## src/rtl/mem_port_arbiter_if.sv

```systemverilog
// Request/response bundle between the IF and MEM pipeline stages, the shared memory
// and mem_port_arbiter. The arbiter connects through the slave modport.
interface mem_port_arbiter_if #(
  parameter int unsigned ADDR_W = 32,
  parameter int unsigned DATA_W = 32
);
  logic              if_req;
  logic [ADDR_W-1:0] if_addr;
  logic              if_gnt;
  logic              if_rvalid;
  logic [DATA_W-1:0] if_rdata;

  logic              dm_req;
  logic              dm_we;
  logic [ADDR_W-1:0] dm_addr;
  logic [DATA_W-1:0] dm_wdata;
  logic              dm_gnt;
  logic              dm_rvalid;
  logic [DATA_W-1:0] dm_rdata;

  logic              mem_en;
  logic              mem_we;
  logic [ADDR_W-1:0] mem_addr;
  logic [DATA_W-1:0] mem_wdata;
  logic [DATA_W-1:0] mem_rdata;

  logic              stall_if;
  logic              stall_mem;

  modport slave (
    input  if_req, if_addr, dm_req, dm_we, dm_addr, dm_wdata, mem_rdata,
    output if_gnt, if_rvalid, if_rdata, dm_gnt, dm_rvalid, dm_rdata,
           mem_en, mem_we, mem_addr, mem_wdata, stall_if, stall_mem
  );

  modport master (
    output if_req, if_addr, dm_req, dm_we, dm_addr, dm_wdata, mem_rdata,
    input  if_gnt, if_rvalid, if_rdata, dm_gnt, dm_rvalid, dm_rdata,
           mem_en, mem_we, mem_addr, mem_wdata, stall_if, stall_mem
  );
endinterface

```

## src/rtl/mem_port_arbiter.sv

```systemverilog
// Arbitrates one single-port memory between instruction fetch and load/store, one access in flight.
// Optional MEM_ARB_STATS_EN adds saturating conflict_cnt / if_stall_cnt outputs.
module mem_port_arbiter #(
  parameter int unsigned ADDR_W          = 32,
  parameter int unsigned DATA_W          = 32,
  parameter int unsigned MEM_LATENCY     = 1,
  parameter int unsigned MAX_DATA_STREAK = 4
) (
  input  logic              clk,
  input  logic              reset,
  mem_port_arbiter_if.slave bus
`ifdef MEM_ARB_STATS_EN
  ,
  output logic [31:0]       conflict_cnt,
  output logic [31:0]       if_stall_cnt
`endif
);
  localparam int unsigned LAT_W = $clog2(MEM_LATENCY + 1);
  localparam int unsigned STK_W = $clog2(MAX_DATA_STREAK + 1);

  typedef enum logic { IDLE, WAIT } state_t;
  typedef enum logic { OWN_IF, OWN_DM } owner_t;

  state_t           r_state;
  owner_t           r_owner;
  logic             r_owner_we;
  logic [LAT_W-1:0] r_lat_cnt;
  logic [STK_W-1:0] r_streak;

  logic w_done, w_slot, w_if_win, w_dm_win;
  logic w_if_rvalid, w_dm_rvalid, w_stall_if, w_stall_mem;

  // Grants are combinational so a request is accepted in the cycle it is seen; the
  // rvalid cycle of the previous access doubles as a grant slot for back-to-back use.
  always_comb begin
    w_done      = (r_state == WAIT) && (r_lat_cnt == LAT_W'(1));
    w_slot      = !reset && ((r_state == IDLE) || w_done);
    w_dm_win    = w_slot && bus.dm_req &&
                  (!bus.if_req || (r_streak != STK_W'(MAX_DATA_STREAK)));
    w_if_win    = w_slot && bus.if_req && !w_dm_win;
    w_if_rvalid = !reset && w_done && (r_owner == OWN_IF);
    w_dm_rvalid = !reset && w_done && (r_owner == OWN_DM);
    w_stall_if  = !reset && ((bus.if_req && !w_if_win) ||
                  ((r_state == WAIT) && (r_owner == OWN_IF) && !w_if_rvalid));
    w_stall_mem = !reset && ((bus.dm_req && !w_dm_win) ||
                  ((r_state == WAIT) && (r_owner == OWN_DM) && !w_dm_rvalid));
  end

  assign bus.if_gnt    = w_if_win;
  assign bus.dm_gnt    = w_dm_win;
  assign bus.mem_en    = w_if_win || w_dm_win;
  assign bus.mem_we    = w_dm_win && bus.dm_we;
  assign bus.mem_addr  = w_dm_win ? bus.dm_addr : (w_if_win ? bus.if_addr : '0);
  assign bus.mem_wdata = w_dm_win ? bus.dm_wdata : '0;
  assign bus.if_rvalid = w_if_rvalid;
  assign bus.dm_rvalid = w_dm_rvalid;
  assign bus.if_rdata  = w_if_rvalid ? bus.mem_rdata : '0;
  assign bus.dm_rdata  = (w_dm_rvalid && !r_owner_we) ? bus.mem_rdata : '0;
  assign bus.stall_if  = w_stall_if;
  assign bus.stall_mem = w_stall_mem;

  always_ff @(posedge clk) begin
    if (reset) begin
      r_state    <= IDLE;
      r_owner    <= OWN_IF;
      r_owner_we <= 1'b0;
      r_lat_cnt  <= '0;
      r_streak   <= '0;
    end else begin
      if (w_if_win || w_dm_win) begin
        r_state    <= WAIT;
        r_owner    <= w_dm_win ? OWN_DM : OWN_IF;
        r_owner_we <= w_dm_win && bus.dm_we;
        r_lat_cnt  <= LAT_W'(MEM_LATENCY);
      end else if (w_done) begin
        r_state   <= IDLE;
        r_lat_cnt <= '0;
      end else if (r_state == WAIT) begin
        r_lat_cnt <= r_lat_cnt - 1'b1;
      end

      if (!bus.if_req || w_if_win) begin
        r_streak <= '0;
      end else if (w_dm_win && (r_streak != STK_W'(MAX_DATA_STREAK))) begin
        r_streak <= r_streak + 1'b1;
      end
    end
  end

`ifdef MEM_ARB_STATS_EN
  logic [31:0] r_conflict_cnt;
  logic [31:0] r_if_stall_cnt;

  always_ff @(posedge clk) begin
    if (reset) begin
      r_conflict_cnt <= '0;
      r_if_stall_cnt <= '0;
    end else begin
      if ((w_if_win || w_dm_win) && bus.if_req && bus.dm_req && (r_conflict_cnt != '1)) begin
        r_conflict_cnt <= r_conflict_cnt + 32'd1;
      end
      if (w_stall_if && (r_if_stall_cnt != '1)) begin
        r_if_stall_cnt <= r_if_stall_cnt + 32'd1;
      end
    end
  end

  assign conflict_cnt = r_conflict_cnt;
  assign if_stall_cnt = r_if_stall_cnt;
`endif
endmodule

```

## src/flat_wrapper.sv

```systemverilog
// flat-port wrapper written by rule: the top's interface ports become plain ports
module mem_port_arbiter_flat 
#(
  parameter int unsigned ADDR_W          = 32,
  parameter int unsigned DATA_W          = 32,
  parameter int unsigned MEM_LATENCY     = 1,
  parameter int unsigned MAX_DATA_STREAK = 4
)
  (clk, reset, bus_if_req, bus_if_addr, bus_dm_req, bus_dm_we, bus_dm_addr, bus_dm_wdata, bus_mem_rdata, bus_if_gnt, bus_if_rvalid, bus_if_rdata, bus_dm_gnt, bus_dm_rvalid, bus_dm_rdata, bus_mem_en, bus_mem_we, bus_mem_addr, bus_mem_wdata, bus_stall_if, bus_stall_mem);
  mem_port_arbiter_if #(.ADDR_W(ADDR_W), .DATA_W(DATA_W)) bus_i ();
  input  logic clk;
  input  logic reset;
  input wire logic [$bits(bus_i.if_req)-1:0] bus_if_req;
  input wire logic [$bits(bus_i.if_addr)-1:0] bus_if_addr;
  input wire logic [$bits(bus_i.dm_req)-1:0] bus_dm_req;
  input wire logic [$bits(bus_i.dm_we)-1:0] bus_dm_we;
  input wire logic [$bits(bus_i.dm_addr)-1:0] bus_dm_addr;
  input wire logic [$bits(bus_i.dm_wdata)-1:0] bus_dm_wdata;
  input wire logic [$bits(bus_i.mem_rdata)-1:0] bus_mem_rdata;
  output wire logic [$bits(bus_i.if_gnt)-1:0] bus_if_gnt;
  output wire logic [$bits(bus_i.if_rvalid)-1:0] bus_if_rvalid;
  output wire logic [$bits(bus_i.if_rdata)-1:0] bus_if_rdata;
  output wire logic [$bits(bus_i.dm_gnt)-1:0] bus_dm_gnt;
  output wire logic [$bits(bus_i.dm_rvalid)-1:0] bus_dm_rvalid;
  output wire logic [$bits(bus_i.dm_rdata)-1:0] bus_dm_rdata;
  output wire logic [$bits(bus_i.mem_en)-1:0] bus_mem_en;
  output wire logic [$bits(bus_i.mem_we)-1:0] bus_mem_we;
  output wire logic [$bits(bus_i.mem_addr)-1:0] bus_mem_addr;
  output wire logic [$bits(bus_i.mem_wdata)-1:0] bus_mem_wdata;
  output wire logic [$bits(bus_i.stall_if)-1:0] bus_stall_if;
  output wire logic [$bits(bus_i.stall_mem)-1:0] bus_stall_mem;
  assign bus_i.if_req = bus_if_req;
  assign bus_i.if_addr = bus_if_addr;
  assign bus_i.dm_req = bus_dm_req;
  assign bus_i.dm_we = bus_dm_we;
  assign bus_i.dm_addr = bus_dm_addr;
  assign bus_i.dm_wdata = bus_dm_wdata;
  assign bus_i.mem_rdata = bus_mem_rdata;
  assign bus_if_gnt = bus_i.if_gnt;
  assign bus_if_rvalid = bus_i.if_rvalid;
  assign bus_if_rdata = bus_i.if_rdata;
  assign bus_dm_gnt = bus_i.dm_gnt;
  assign bus_dm_rvalid = bus_i.dm_rvalid;
  assign bus_dm_rdata = bus_i.dm_rdata;
  assign bus_mem_en = bus_i.mem_en;
  assign bus_mem_we = bus_i.mem_we;
  assign bus_mem_addr = bus_i.mem_addr;
  assign bus_mem_wdata = bus_i.mem_wdata;
  assign bus_stall_if = bus_i.stall_if;
  assign bus_stall_mem = bus_i.stall_mem;
  mem_port_arbiter #(.ADDR_W(ADDR_W), .DATA_W(DATA_W), .MEM_LATENCY(MEM_LATENCY), .MAX_DATA_STREAK(MAX_DATA_STREAK)) u_core (.clk(clk), .reset(reset), .bus(bus_i));
endmodule
```

## config.mk

```make
export PLATFORM = sky130hd
export DESIGN_NAME = mem_port_arbiter_flat
export DESIGN_NICKNAME = d
export VERILOG_FILES = /design/src/rtl/mem_port_arbiter_if.sv /design/src/rtl/mem_port_arbiter.sv /design/src/flat_wrapper.sv
export SDC_FILE = /design/constraint.sdc
export NUM_CORES = 1
export LEC_CHECK = 0
export ABC_AREA = 0
export CORE_AREA = 4 4 102 104
export DETAILED_ROUTE_END_ITERATION = 16
export DIE_AREA = 0 0 106 108
export PLACE_DENSITY = 0.75
export SETUP_SLACK_MARGIN = 0.1
export SYNTH_ARGS = -nofsm -noshare
export SYNTH_HDL_FRONTEND = slang
export SYNTH_SLANG_ARGS = --single-unit
```

## constraint.sdc

```tcl
create_clock -name clk -period 1.95 [get_ports clk]
set_clock_uncertainty 0.1 [all_clocks]
set_input_delay 0.195 -clock clk [delete_from_list [all_inputs] [get_ports clk]]
set_output_delay 0.195 -clock clk [all_outputs]
set_load 0.005 [all_outputs]
```

==> summary.txt <==
synth cell count leaders -> 98 x and2_1, 37 x nand2_1, 32 x a21o_1, 32 x nand3_1, 20 x a21oi_1
synth warn -> 0
Comb power frac -> 71.4%
number of fill cells -> 779
CP startpoint kind -> flip-flop
RePlAce Congestion -> 0.852
Setup WS post-layout -> -0.107 ns
post-route ant nets -> 0
DR pass1 iterations -> 4
antenna cells -> 0
Most used DFF post-synth -> dfxtp_1
CP Max Fanout -> 9
CTS HTree Levels -> 1
register area -> 149 um^2
TritonCTS clock tree -> yes
vias in the first global route -> 3659
Flop pwr share -> 12.5%
placed cells -> 718
non-filler instance count after layout -> 769
final core utilization -> 65.0%
Leak -> 2.85 nW
effective utilization at floorplan -> 21.1%
failing checks -> negative setup slack
Layout area overhead -> 208%
Clk pwr share -> 16.1%
Avg Vias per Cell -> 4.66
mux share of post-synthesis cell area -> 0%
CP Capture Type -> output port
layout cells sized above 1 -> 56.1%
xor-xnor portion of the synthesized cell area -> 0%
DPL Wire Length -> 9.44 mm
Die Wd -> 106 um
register bit total from synthesis -> 7
Detailed Route Iter0 Violations -> 116
Core ar. -> 9550 um^2
Syn Area/Cell -> 6.43 um^2
status -> complete, but fails checks
sequential fraction of the synthesis area -> 6.96%
Largest stage delay, worst path -> 0.33 ns
Clock Path Buffers -> 2
initial antenna violation count -> 1
Cells after Synth -> 313
Worst slew margin -> 76.4%
CP arrival -> 1.76 ns
WL final -> 14.4 mm
most frequent cell on the critical path -> buf_6
root buffer cell -> clkbuf_8
Setup Viol. Count Final -> 47
Synth area leader -> and2_1
Rows -> 36
Slew @ Worst Pin -> 0.352 ns
Final min period -> 2.06 ns
fmax -> 486 MHz
total CTS buffers -> 3
Die ar. -> 11400 um^2
final net count -> 772
synth top area cells -> and2_1 30%, a21o_1 12%, nand3_1 8.0%, a21oi_2 7.4%, dfxtp_1 7.0%
Peak VDD IR -> 0.172 mV
Mapped Nets -> 448
Final Max Tran Viols -> 0
Net Switching -> 415 uW
clk sinks -> 7
Max Cap Viol -> 0
Power Dens Cells -> 209 nW/um^2
Post-synth EDFFs -> 0
CP Class -> flip-flop to output port
Post-Synth Simple-Gate Area -> 52.8%
combinational family with the most area after synthesis -> simple AND/OR/NAND/NOR gates
Ports -> 269
RSZ-0062 raised after global routing -> true
area fraction of the dominant cell type after synthesis -> 30.5%
Port Buffers -> 268
via count -> 3580
Design Power -> 1.29 mW
period utilisation layout -> 106%
first-pass GRT wire length -> 19.9 mm
Yosys cell types -> 33
clk_lat worst skew -> 0.23 ns
Hold Fails Final Rpt -> 0
Wirelength per Cell -> 18.7 um
Switching Fraction -> 32.1%
post-synthesis adder-cell area fraction -> 1.24%
largest net degree at the start of global routing -> 48
Hold Crit Class -> input pin to flip-flop
gr usage total -> 22.1%
area of the multi-input gates -> 2170 um^2
GR Overflow Total -> 0
ys async rst share -> 0%
worst path required time -> 1.65 ns
die height -> 108 um
post-synthesis compound-gate area fraction -> 28.5%
Internal Pwr Total -> 880 uW
clock transition at the registers of the reported paths -> 0.04 ns
slowest CP cell -> dfxtp_2
DRC -> 0
CP Cell Sequence -> inv_2 -> ha_4 -> and3_4 -> nor3_4 -> buf_6 -> buf_6 -> buf_12 -> and2_1 -> buf_2
synthesized area -> 2010 um^2
most instantiated library cell after synthesis -> and2_1
## critical path: cells and delay by family, from the launching register on
family	cells	cell delay, ns
flops	1	0.33
simple gates	3	0.50
fa+ha+maj	1	0.16
buf+inv	5	0.52
## cell usage in the layout (no fill, tap or decap), types with 4 or more instances in the layout
cell,synthesis,routed
clkdlybuf4s50_1,0,130
buf_6,6,76
and2_4,0,63
buf_2,16,49
nand2_1,37,36
and2_1,98,35
buf_4,1,34
a21o_1,32,32
a21oi_2,17,28
clkbuf_2,3,21
nand3_2,1,16
buf_12,0,15
buf_16,0,14
nand3_4,0,13
a21oi_1,20,9
nand2b_1,5,4
nand3_1,32,4
clkbuf_16,0,4
dlygate4sd2_1,0,4
dfxtp_2,0,4
## flip-flops by register name (all words and copies together) (netlist names)
register / count
u_core.r_state: 1
u_core.r_streak: 3
u_core.r_lat_cnt: 1
u_core.r_owner_we: 1
u_core.r_owner: 1
## cells by family (layout without fill, tap and decap cells)
kind of cell             Yosys count  after routing
AO/OA/AOI/OAI                     81             81
adder cells (fa/ha/maj)            2              2
buffers and inverters             37            360
flip-flops                         7              7
AND/OR/NAND/NOR                  186            186
## through the flow
stage / hold slack (ns) / setup TNS [ns] / area (um^2) / setup WS, ns
3_3_place_gp: 0.366 / -26.74 / 5030 / -0.352
2_1_floorplan: 0.212 / 0 / 2010 / 0.248
6_report: 0.395 / -1.55 / 6200 / -0.107
3_5_place_dp: 0.371 / -30.95 / 5030 / -0.391
5_1_grt: 0.424 / -5.68 / 6200 / -0.177
4_1_cts: 0.379 / -1.07 / 5520 / -0.0935
## routing by layer
layer / vias to the layer above / GRT usage, % / part of all wire, %
met5: - / 0 / 0.090
met4: 2 / 5.83 / 2.8
met3: 29 / 7.04 / 9.3
met2: 194 / 44.7 / 54
met1: 1653 / 21.3 / 34
li1: 1702 / - / -
## final timing paths
path | slack [ns] | endpoint | start | cells after the start
min | 0.39 | u_core.r_state$_SDFFE_PP0P_ | bus_dm_req | 3
max reg2reg | 0.31 | u_core.r_owner$_SDFFE_PP0P_ | u_core.r_lat_cnt$_SDFFE_PP0P_ | 8
max | -0.11 | bus_mem_wdata[8] | u_core.r_streak[0]$_SDFFE_PP0P_ | 9
min reg2reg | 0.40 | u_core.r_owner_we$_SDFFE_PP0P_ | u_core.r_owner_we$_SDFFE_PP0P_ | 2
## power by group through the flow
stage | registers (mW) | clock network [mW] | logic (mW)
after CTS | 0.162 | 0.212 | 0.808
final | 0.162 | 0.208 | 0.924
after global placement | 0.159 | 0 | 0.757
after detailed placement | 0.159 | 0 | 0.768
after floorplan | 0.158 | 0 | 0.235
after global routing | 0.163 | 0.220 | 0.985
## repair_timing
action,in CTS,in global routing
setup buffers,23,5
endpoints found under the hold margin,0,0
pin swaps,43,79
resized for setup,570,169
cloned,15,4
setup endpoints to repair,136,133
hold buffers,0,0
## layout make-up
type | instances | area share, %
timing repair buffer | 352 | 59.0
multi-input combinational | 269 | 34.9
clock buffer | 4 | 0.726
inverter | 4 | 0.242
tap | 133 | 2.68
sequential | 7 | 2.40
(Power assumes the default switching activity.)
